===== src/rtl/alu_cmd_ctrl_if.sv =====
// Link-side and ALU-side signal bundle for the ALU command front-end.
interface alu_cmd_ctrl_if #(
    parameter int unsigned DATA_WIDTH = 8,
    parameter int unsigned RES_WIDTH  = 16
);
    // UART receiver side
    logic [DATA_WIDTH-1:0] RX_P_DATA;
    logic                  RX_D_VLD;

    // ALU side
    logic [RES_WIDTH-1:0]  ALU_OUT;
    logic                  ALU_Out_valid;
    logic [DATA_WIDTH-1:0] ALU_A;
    logic [DATA_WIDTH-1:0] ALU_B;
    logic [3:0]            ALU_FUN;
    logic                  ALU_EN;

    // UART transmitter side
    logic                  TX_busy;
    logic [DATA_WIDTH-1:0] TX_P_DATA;
    logic                  TX_D_VLD;

    // Status
    logic                  Busy;
    logic                  Err;

    // Controller view
    modport master (
        input  RX_P_DATA, RX_D_VLD, ALU_OUT, ALU_Out_valid, TX_busy,
        output ALU_A, ALU_B, ALU_FUN, ALU_EN, TX_P_DATA, TX_D_VLD, Busy, Err
    );

    // Environment view (receiver, ALU, transmitter)
    modport slave (
        output RX_P_DATA, RX_D_VLD, ALU_OUT, ALU_Out_valid, TX_busy,
        input  ALU_A, ALU_B, ALU_FUN, ALU_EN, TX_P_DATA, TX_D_VLD, Busy, Err
    );
endinterface


===== src/rtl/alu_cmd_ctrl.sv =====
// Command front-end: parses RX frames, drives the ALU, returns the result LSB first.
module alu_cmd_ctrl #(
    parameter int unsigned          DATA_WIDTH   = 8,
    parameter int unsigned          RES_WIDTH    = 16,
    parameter logic [DATA_WIDTH-1:0] CMD_OP       = 8'hCC,
    parameter logic [DATA_WIDTH-1:0] CMD_OP_NOOPR = 8'hDD,
    parameter int unsigned          WAIT_MAX     = 4
) (
    input  logic           CLK,
    input  logic           Reset,
    alu_cmd_ctrl_if.master bus
);

    localparam int unsigned CNT_W = (WAIT_MAX < 2) ? 1 : $clog2(WAIT_MAX + 1);

    typedef enum logic [2:0] {
        IDLE      = 3'd0,
        GET_A     = 3'd1,
        GET_B     = 3'd2,
        GET_FUN   = 3'd3,
        ALU_START = 3'd4,
        ALU_WAIT  = 3'd5,
        SEND_LSB  = 3'd6,
        SEND_MSB  = 3'd7
    } state_e;

    state_e                state_q, state_d;
    logic [DATA_WIDTH-1:0] a_q, a_d;
    logic [DATA_WIDTH-1:0] b_q, b_d;
    logic [3:0]            fun_q, fun_d;
    logic [RES_WIDTH-1:0]  result_q, result_d;
    logic [CNT_W-1:0]      cnt_q, cnt_d;
    logic                  en_q, en_d;
    logic [DATA_WIDTH-1:0] tx_data_q, tx_data_d;
    logic                  tx_vld_q, tx_vld_d;
    logic                  busy_q, busy_d;
    logic                  err_q, err_d;

    // Next-state, datapath updates, and next values of the registered outputs
    always_comb begin
        state_d   = state_q;
        a_d       = a_q;
        b_d       = b_q;
        fun_d     = fun_q;
        result_d  = result_q;
        cnt_d     = cnt_q;
        err_d     = 1'b0;
        tx_data_d = tx_data_q;

        case (state_q)
            IDLE: begin
                if (bus.RX_D_VLD) begin
                    if (bus.RX_P_DATA == CMD_OP) begin
                        state_d = GET_A;
                    end else if (bus.RX_P_DATA == CMD_OP_NOOPR) begin
                        state_d = GET_FUN;
                    end
                end
            end
            GET_A: begin
                if (bus.RX_D_VLD) begin
                    a_d     = bus.RX_P_DATA;
                    state_d = GET_B;
                end
            end
            GET_B: begin
                if (bus.RX_D_VLD) begin
                    b_d     = bus.RX_P_DATA;
                    state_d = GET_FUN;
                end
            end
            GET_FUN: begin
                if (bus.RX_D_VLD) begin
                    fun_d   = bus.RX_P_DATA[3:0];
                    state_d = ALU_START;
                end
            end
            ALU_START: begin
                cnt_d   = '0;
                state_d = ALU_WAIT;
            end
            ALU_WAIT: begin
                if (bus.ALU_Out_valid) begin
                    result_d = bus.ALU_OUT;
                    state_d  = SEND_LSB;
                end else if (cnt_q == CNT_W'(WAIT_MAX - 1)) begin
                    err_d   = 1'b1;
                    state_d = IDLE;
                end else begin
                    cnt_d = cnt_q + CNT_W'(1);
                end
            end
            SEND_LSB: begin
                if (!bus.TX_busy) begin
                    state_d = SEND_MSB;
                end
            end
            SEND_MSB: begin
                if (!bus.TX_busy) begin
                    state_d = IDLE;
                end
            end
            default: state_d = IDLE;
        endcase

        // Outputs are registered from the next state so they line up with the state itself
        en_d     = (state_d == ALU_START);
        busy_d   = (state_d != IDLE);
        tx_vld_d = (state_d == SEND_LSB) || (state_d == SEND_MSB);
        if (state_d == SEND_LSB) begin
            tx_data_d = result_d[DATA_WIDTH-1:0];
        end else if (state_d == SEND_MSB) begin
            tx_data_d = result_d[RES_WIDTH-1:DATA_WIDTH];
        end
    end

    // State and output registers
    always_ff @(posedge CLK or negedge Reset) begin
        if (!Reset) begin
            state_q   <= IDLE;
            a_q       <= '0;
            b_q       <= '0;
            fun_q     <= '0;
            result_q  <= '0;
            cnt_q     <= '0;
            en_q      <= 1'b0;
            tx_data_q <= '0;
            tx_vld_q  <= 1'b0;
            busy_q    <= 1'b0;
            err_q     <= 1'b0;
        end else begin
            state_q   <= state_d;
            a_q       <= a_d;
            b_q       <= b_d;
            fun_q     <= fun_d;
            result_q  <= result_d;
            cnt_q     <= cnt_d;
            en_q      <= en_d;
            tx_data_q <= tx_data_d;
            tx_vld_q  <= tx_vld_d;
            busy_q    <= busy_d;
            err_q     <= err_d;
        end
    end

    assign bus.ALU_A     = a_q;
    assign bus.ALU_B     = b_q;
    assign bus.ALU_FUN   = fun_q;
    assign bus.ALU_EN    = en_q;
    assign bus.TX_P_DATA = tx_data_q;
    assign bus.TX_D_VLD  = tx_vld_q;
    assign bus.Busy      = busy_q;
    assign bus.Err       = err_q;

endmodule


===== src/flat_wrapper.sv =====
// flat-port wrapper written by rule: the top's interface ports become plain ports
module alu_cmd_ctrl_flat 
#(
    parameter int unsigned          DATA_WIDTH   = 8,
    parameter int unsigned          RES_WIDTH    = 16,
    parameter logic [DATA_WIDTH-1:0] CMD_OP       = 8'hCC,
    parameter logic [DATA_WIDTH-1:0] CMD_OP_NOOPR = 8'hDD,
    parameter int unsigned          WAIT_MAX     = 4
)
  (CLK, Reset, bus_RX_P_DATA, bus_RX_D_VLD, bus_ALU_OUT, bus_ALU_Out_valid, bus_TX_busy, bus_ALU_A, bus_ALU_B, bus_ALU_FUN, bus_ALU_EN, bus_TX_P_DATA, bus_TX_D_VLD, bus_Busy, bus_Err);
  alu_cmd_ctrl_if #(.DATA_WIDTH(DATA_WIDTH), .RES_WIDTH(RES_WIDTH)) bus_i ();
  input  logic CLK;
  input  logic Reset;
  input wire logic [$bits(bus_i.RX_P_DATA)-1:0] bus_RX_P_DATA;
  input wire logic [$bits(bus_i.RX_D_VLD)-1:0] bus_RX_D_VLD;
  input wire logic [$bits(bus_i.ALU_OUT)-1:0] bus_ALU_OUT;
  input wire logic [$bits(bus_i.ALU_Out_valid)-1:0] bus_ALU_Out_valid;
  input wire logic [$bits(bus_i.TX_busy)-1:0] bus_TX_busy;
  output wire logic [$bits(bus_i.ALU_A)-1:0] bus_ALU_A;
  output wire logic [$bits(bus_i.ALU_B)-1:0] bus_ALU_B;
  output wire logic [$bits(bus_i.ALU_FUN)-1:0] bus_ALU_FUN;
  output wire logic [$bits(bus_i.ALU_EN)-1:0] bus_ALU_EN;
  output wire logic [$bits(bus_i.TX_P_DATA)-1:0] bus_TX_P_DATA;
  output wire logic [$bits(bus_i.TX_D_VLD)-1:0] bus_TX_D_VLD;
  output wire logic [$bits(bus_i.Busy)-1:0] bus_Busy;
  output wire logic [$bits(bus_i.Err)-1:0] bus_Err;
  assign bus_i.RX_P_DATA = bus_RX_P_DATA;
  assign bus_i.RX_D_VLD = bus_RX_D_VLD;
  assign bus_i.ALU_OUT = bus_ALU_OUT;
  assign bus_i.ALU_Out_valid = bus_ALU_Out_valid;
  assign bus_i.TX_busy = bus_TX_busy;
  assign bus_ALU_A = bus_i.ALU_A;
  assign bus_ALU_B = bus_i.ALU_B;
  assign bus_ALU_FUN = bus_i.ALU_FUN;
  assign bus_ALU_EN = bus_i.ALU_EN;
  assign bus_TX_P_DATA = bus_i.TX_P_DATA;
  assign bus_TX_D_VLD = bus_i.TX_D_VLD;
  assign bus_Busy = bus_i.Busy;
  assign bus_Err = bus_i.Err;
  alu_cmd_ctrl #(.DATA_WIDTH(DATA_WIDTH), .RES_WIDTH(RES_WIDTH), .CMD_OP(CMD_OP), .CMD_OP_NOOPR(CMD_OP_NOOPR), .WAIT_MAX(WAIT_MAX)) u_core (.CLK(CLK), .Reset(Reset), .bus(bus_i));
endmodule

===== config.mk =====
export PLATFORM = sky130hd
export DESIGN_NAME = alu_cmd_ctrl_flat
export DESIGN_NICKNAME = d
export VERILOG_FILES = /design/src/rtl/alu_cmd_ctrl_if.sv /design/src/rtl/alu_cmd_ctrl.sv /design/src/flat_wrapper.sv
export SDC_FILE = /design/constraint.sdc
export NUM_CORES = 1
export LEC_CHECK = 0
export ABC_CLOCK_PERIOD_IN_PS = 2500
export CORE_AREA = 4 4 76 78
export DETAILED_ROUTE_END_ITERATION = 8
export DIE_AREA = 0 0 80 82
export PLACE_DENSITY = 0.82
export SETUP_SLACK_MARGIN = 0.05
export SYNTH_ARGS = -nofsm -noshare
export SYNTH_HDL_FRONTEND = slang
export SYNTH_SLANG_ARGS = --single-unit

===== constraint.sdc =====
create_clock -name CLK -period 2.5 [get_ports CLK]
set_input_delay 0.75 -clock CLK [delete_from_list [all_inputs] [get_ports CLK]]
set_output_delay 0.75 -clock CLK [all_outputs]
set_load 0.005 [all_outputs]

==> impl_metrics.yaml <==
setup_path:
  setup.worst_path.class: "in -> reg"
  r2r.worst_path.cells: 7
  r2r-end: "u_core.bus.TX_P_DATA[2]"
  critPathRequiredTime_ns: 2.72
  crit_arrival_ns: 2.51
  crit_end: "u_core.bus.TX_P_DATA[2]"
  r2r_setup_slack_ns: 0.44
  worstSetupStartpoint: "bus_RX_P_DATA[3]"
  kind_of_capture_point_of_the_worst_setup_path: "flip-flop"
  worst_setup_sp_type: "primary input"
  cp_max_fo: 16
  worst_r2r_startpoint: "u_core.cnt_q[0]"
synth:
  synthesis.instances: 199
  synth_edf_count: 0
  synth-seq-cells: 54
  synth.net_count: 230
  ys.flop_type: "sky130_fd_sc_hd__dfrtp_1"
  synth-warning-count: 0
  syn-mean-instance-area_sq_um: 11.98
  synth_top_area_share_pct: 56.69
  main_area_contributors_after_synthesis: "sky130_fd_sc_hd__dfrtp_1 57%, sky130_fd_sc_hd__mux2_2 13%, sky130_fd_sc_hd__mux2i_1 3.4%"
  synth-seq-area-share_pct: 56.69
  async_reset_ff_share_pct: 100.0
  yosys_top_cell_by_area: "sky130_fd_sc_hd__dfrtp_1"
  synthDistinctLibCells: 34
  syn_area_sq_mm: 0.002384
detailed_routing:
  detailedRoute.firstIterationViolations: 124
  vias: 1727
  top_layer_used: "met4"
  dr_wl_met2_microns: 2600
  final_antenna_net_count: 0
  post_dr_wirelength_cell_microns: 14.87
  drt_pass1_iterations: 4
  drcViolationCount: 0
  dr_wl_met3_microns: 344
  drt-vias-per-instance: 5.035
  met1Wirelength_microns: 2072
  detail_route.wirelength_microns: 5099
power_and_ir_drop:
  pwr-share-seq_pct: 40.2
  pwr-share-clk_pct: 14.6
  vdd_ir_drop_max_v: 0.0006985
  power.switching_mw: 1.237
  power.share.switching_pct: 32.08
  power.static_leakage_nw: 1.497
  p_per_area_mw_per_mm2: 1177
  internal_power_mw: 2.619
  p_comb_share_pct: 45.2
floorplanning:
  rows: 26
  total_die_area_sq_mm: 0.006560
  initial_core_utilization_pct: 46.97
  dieHeight_microns: 82
  top_level_ports: 61
  core_sq_mm: 0.005075
  die-width_microns: 80
timing:
  timing.final.setup_violations: 0
  fmax_achieved_ghz: 0.4359
  rsz_0062_raised_after_global_routing: "no"
  slew_violations: 0
  finalHoldViolCount: 0
  min_period_over_period_pct: 91.77
  worst_pin_slew_ns: 0.6133
  worst_clock_skew_ns: 0.004405
  finalWorstPathRequiredPeriod_ns: 2.294
  worst_slew_margin_rel_pct: 59.11
  hold_slack_ns: 0.4463
cells_and_area:
  nNetsFinal: 303
  area_growth_from_synthesis_to_layout_pct: 37.43
  post-route-util_pct: 64.55
  drive_gt1_share_pct: 23.08
  design_area_sq_mm: 0.003276
  mostFrequentLayoutCell: "sky130_fd_sc_hd__clkdlybuf4s50_1"
  commonest_non_fill_non_tap_cells_in_the_layout: "59 x sky130_fd_sc_hd__clkdlybuf4s50_1, 54 x sky130_fd_sc_hd__dfrtp_1, 28 x sky130_fd_sc_hd__mux2_2, 18 x sky130_fd_sc_hd__nand2_1, 13 x sky130_fd_sc_hd__o21ai_0"
  antenna_cells_inserted: 0
  fin_cells: 343
clock_network:
  number_of_buffers_on_the_longest_clock_path: 2
  path_clk_slew_ns: 0.09
  cts_buffers: 5
  number_of_levels_the_h_tree_was_split_into: 2
  cts.root.buffer_cell: "sky130_fd_sc_hd__clkbuf_8"
  clkLatencyLatePin_ns: 0.30
  post_cts_resize_count: 0
  post_cts.repair.setup_buffers: 0
  tritoncts_clock_tree: "built"
  cts.sinks: 54
  cts_hold_repair.buffers: 0
global_route:
  global_route_total_overflow: 0
  grt_start_max_net_pins: 30
  grt_first_pass_wirelength_microns: 8424
  first_global_vias: 1753
  grt_antenna_before_repair: 0
  global_route.usage.total_pct: 16.91
place:
  buffer_ports.inserted: 60
  gpl.final_weighted_congestion: 0.7776
  placed_cells_incl_taps: 335
  hpwlAfterDp_microns: 3815
  placed_cell_area_sq_mm: 0.003169
run:
  drv.max_cap_violation_count: 0
status:
  status: "finished, final reports clean"
min_path:
  min-delay-path-class: "in -> async"
flip-flops by register name, summed over array words and instances, names as in the netlist:
register	cells
u_core.cnt_q	3
u_core.bus.ALU_FUN	4
u_core.bus.ALU_EN	1
u_core.bus.ALU_A	8
u_core.result_q	16
u_core.bus.ALU_B	8
u_core.state_q	3
u_core.bus.Err	1
u_core.bus.TX_D_VLD	1
u_core.bus.Busy	1
u_core.bus.TX_P_DATA	8
logic make-up (layout without fill, tap and decap cells):
family,after synthesis,in the layout,synth area share [%]
AOI/OAI and AO/OA,44,44,12.18
xor gates and xnor gates,2,2,0.7350
adders and majority gates,2,2,1.050
buffers and inverters,21,95,4.409
DFF,54,54,56.69
muxes,36,36,16.59
and+or+nand+nor,40,40,8.346
power groups by stage:
stage                     Combinational, mW  Clock [mW]  Sequential [mW]
after floorplan                        1.01           0             1.48
after global placement                 1.70           0             1.54
after detailed placement               1.75           0             1.57
after CTS                              1.76       0.582             1.55
after global routing                   1.93       0.613             1.61
final                                  1.74       0.563             1.55
cells in the mapped netlist, drive strengths merged (2+ instances only):
library cell and n:
nand2 19, o21ai 18, or3 2, nor2b 3, buf 9, mux2i 8
mux2 28, and3 2, nor3 3, a21oi 10, dfrtp 54, ha 2
a31o 8, nor2 5, inv 12, xor2 2, a22o 3, nand3 3
metrics by stage:
stage               setup TNS, ns  power, mW  setup slack, ns
floorplan                       0      2.490           0.5665
global placement                0      3.246         0.005868
detailed placement        -0.3541      3.321          -0.1025
CTS                             0      3.900           0.2237
global route                    0      4.150           0.1410
finish                          0      3.855           0.2056
how the worst min path moves through the flow:
stage	from	endpoint	slack [ns]	cells past startpoint
5_1_grt	Reset	u_core.bus.ALU_A[0]	0.49	1
3_5_place_dp	u_core.bus.TX_P_DATA[3]	u_core.bus.TX_P_DATA[3]	0.48	2
6_report	Reset	u_core.bus.ALU_A[0]	0.45	1
3_3_place_gp	u_core.bus.TX_P_DATA[0]	u_core.bus.TX_P_DATA[0]	0.47	2
2_1_floorplan	Reset	u_core.bus.ALU_A[0]	0.45	0
4_1_cts	Reset	u_core.bus.ALU_A[0]	0.47	1
routing by layer:
layer	track usage, %	vias to the layer above
li1	-	839
met4	6.081	0
met1	21.93	835
met2	27.48	46
met5	0	-
met3	4.386	7
cell type report:
type	instances	area (sq um)
clock inverters	1	30.03
fillers	402	1799
multi-input cells	124	927.1
flip-flops and latches	54	1351
inverters	12	45.04
well taps	70	87.58
repair buffers	75	758.2
clock buffers	7	76.32
worst max-delay path, cell delays in order:
cell and delay, ns:
sky130_fd_sc_hd__clkdlybuf4s50_1 0.52, sky130_fd_sc_hd__nand4b_1 0.18, sky130_fd_sc_hd__o41ai_2 0.39, sky130_fd_sc_hd__o21ai_2 0.14
sky130_fd_sc_hd__buf_12 0.17, sky130_fd_sc_hd__a31o_2 0.19, sky130_fd_sc_hd__o21ai_0 0.16
Note: power is estimated with default switching activity, not from simulation.
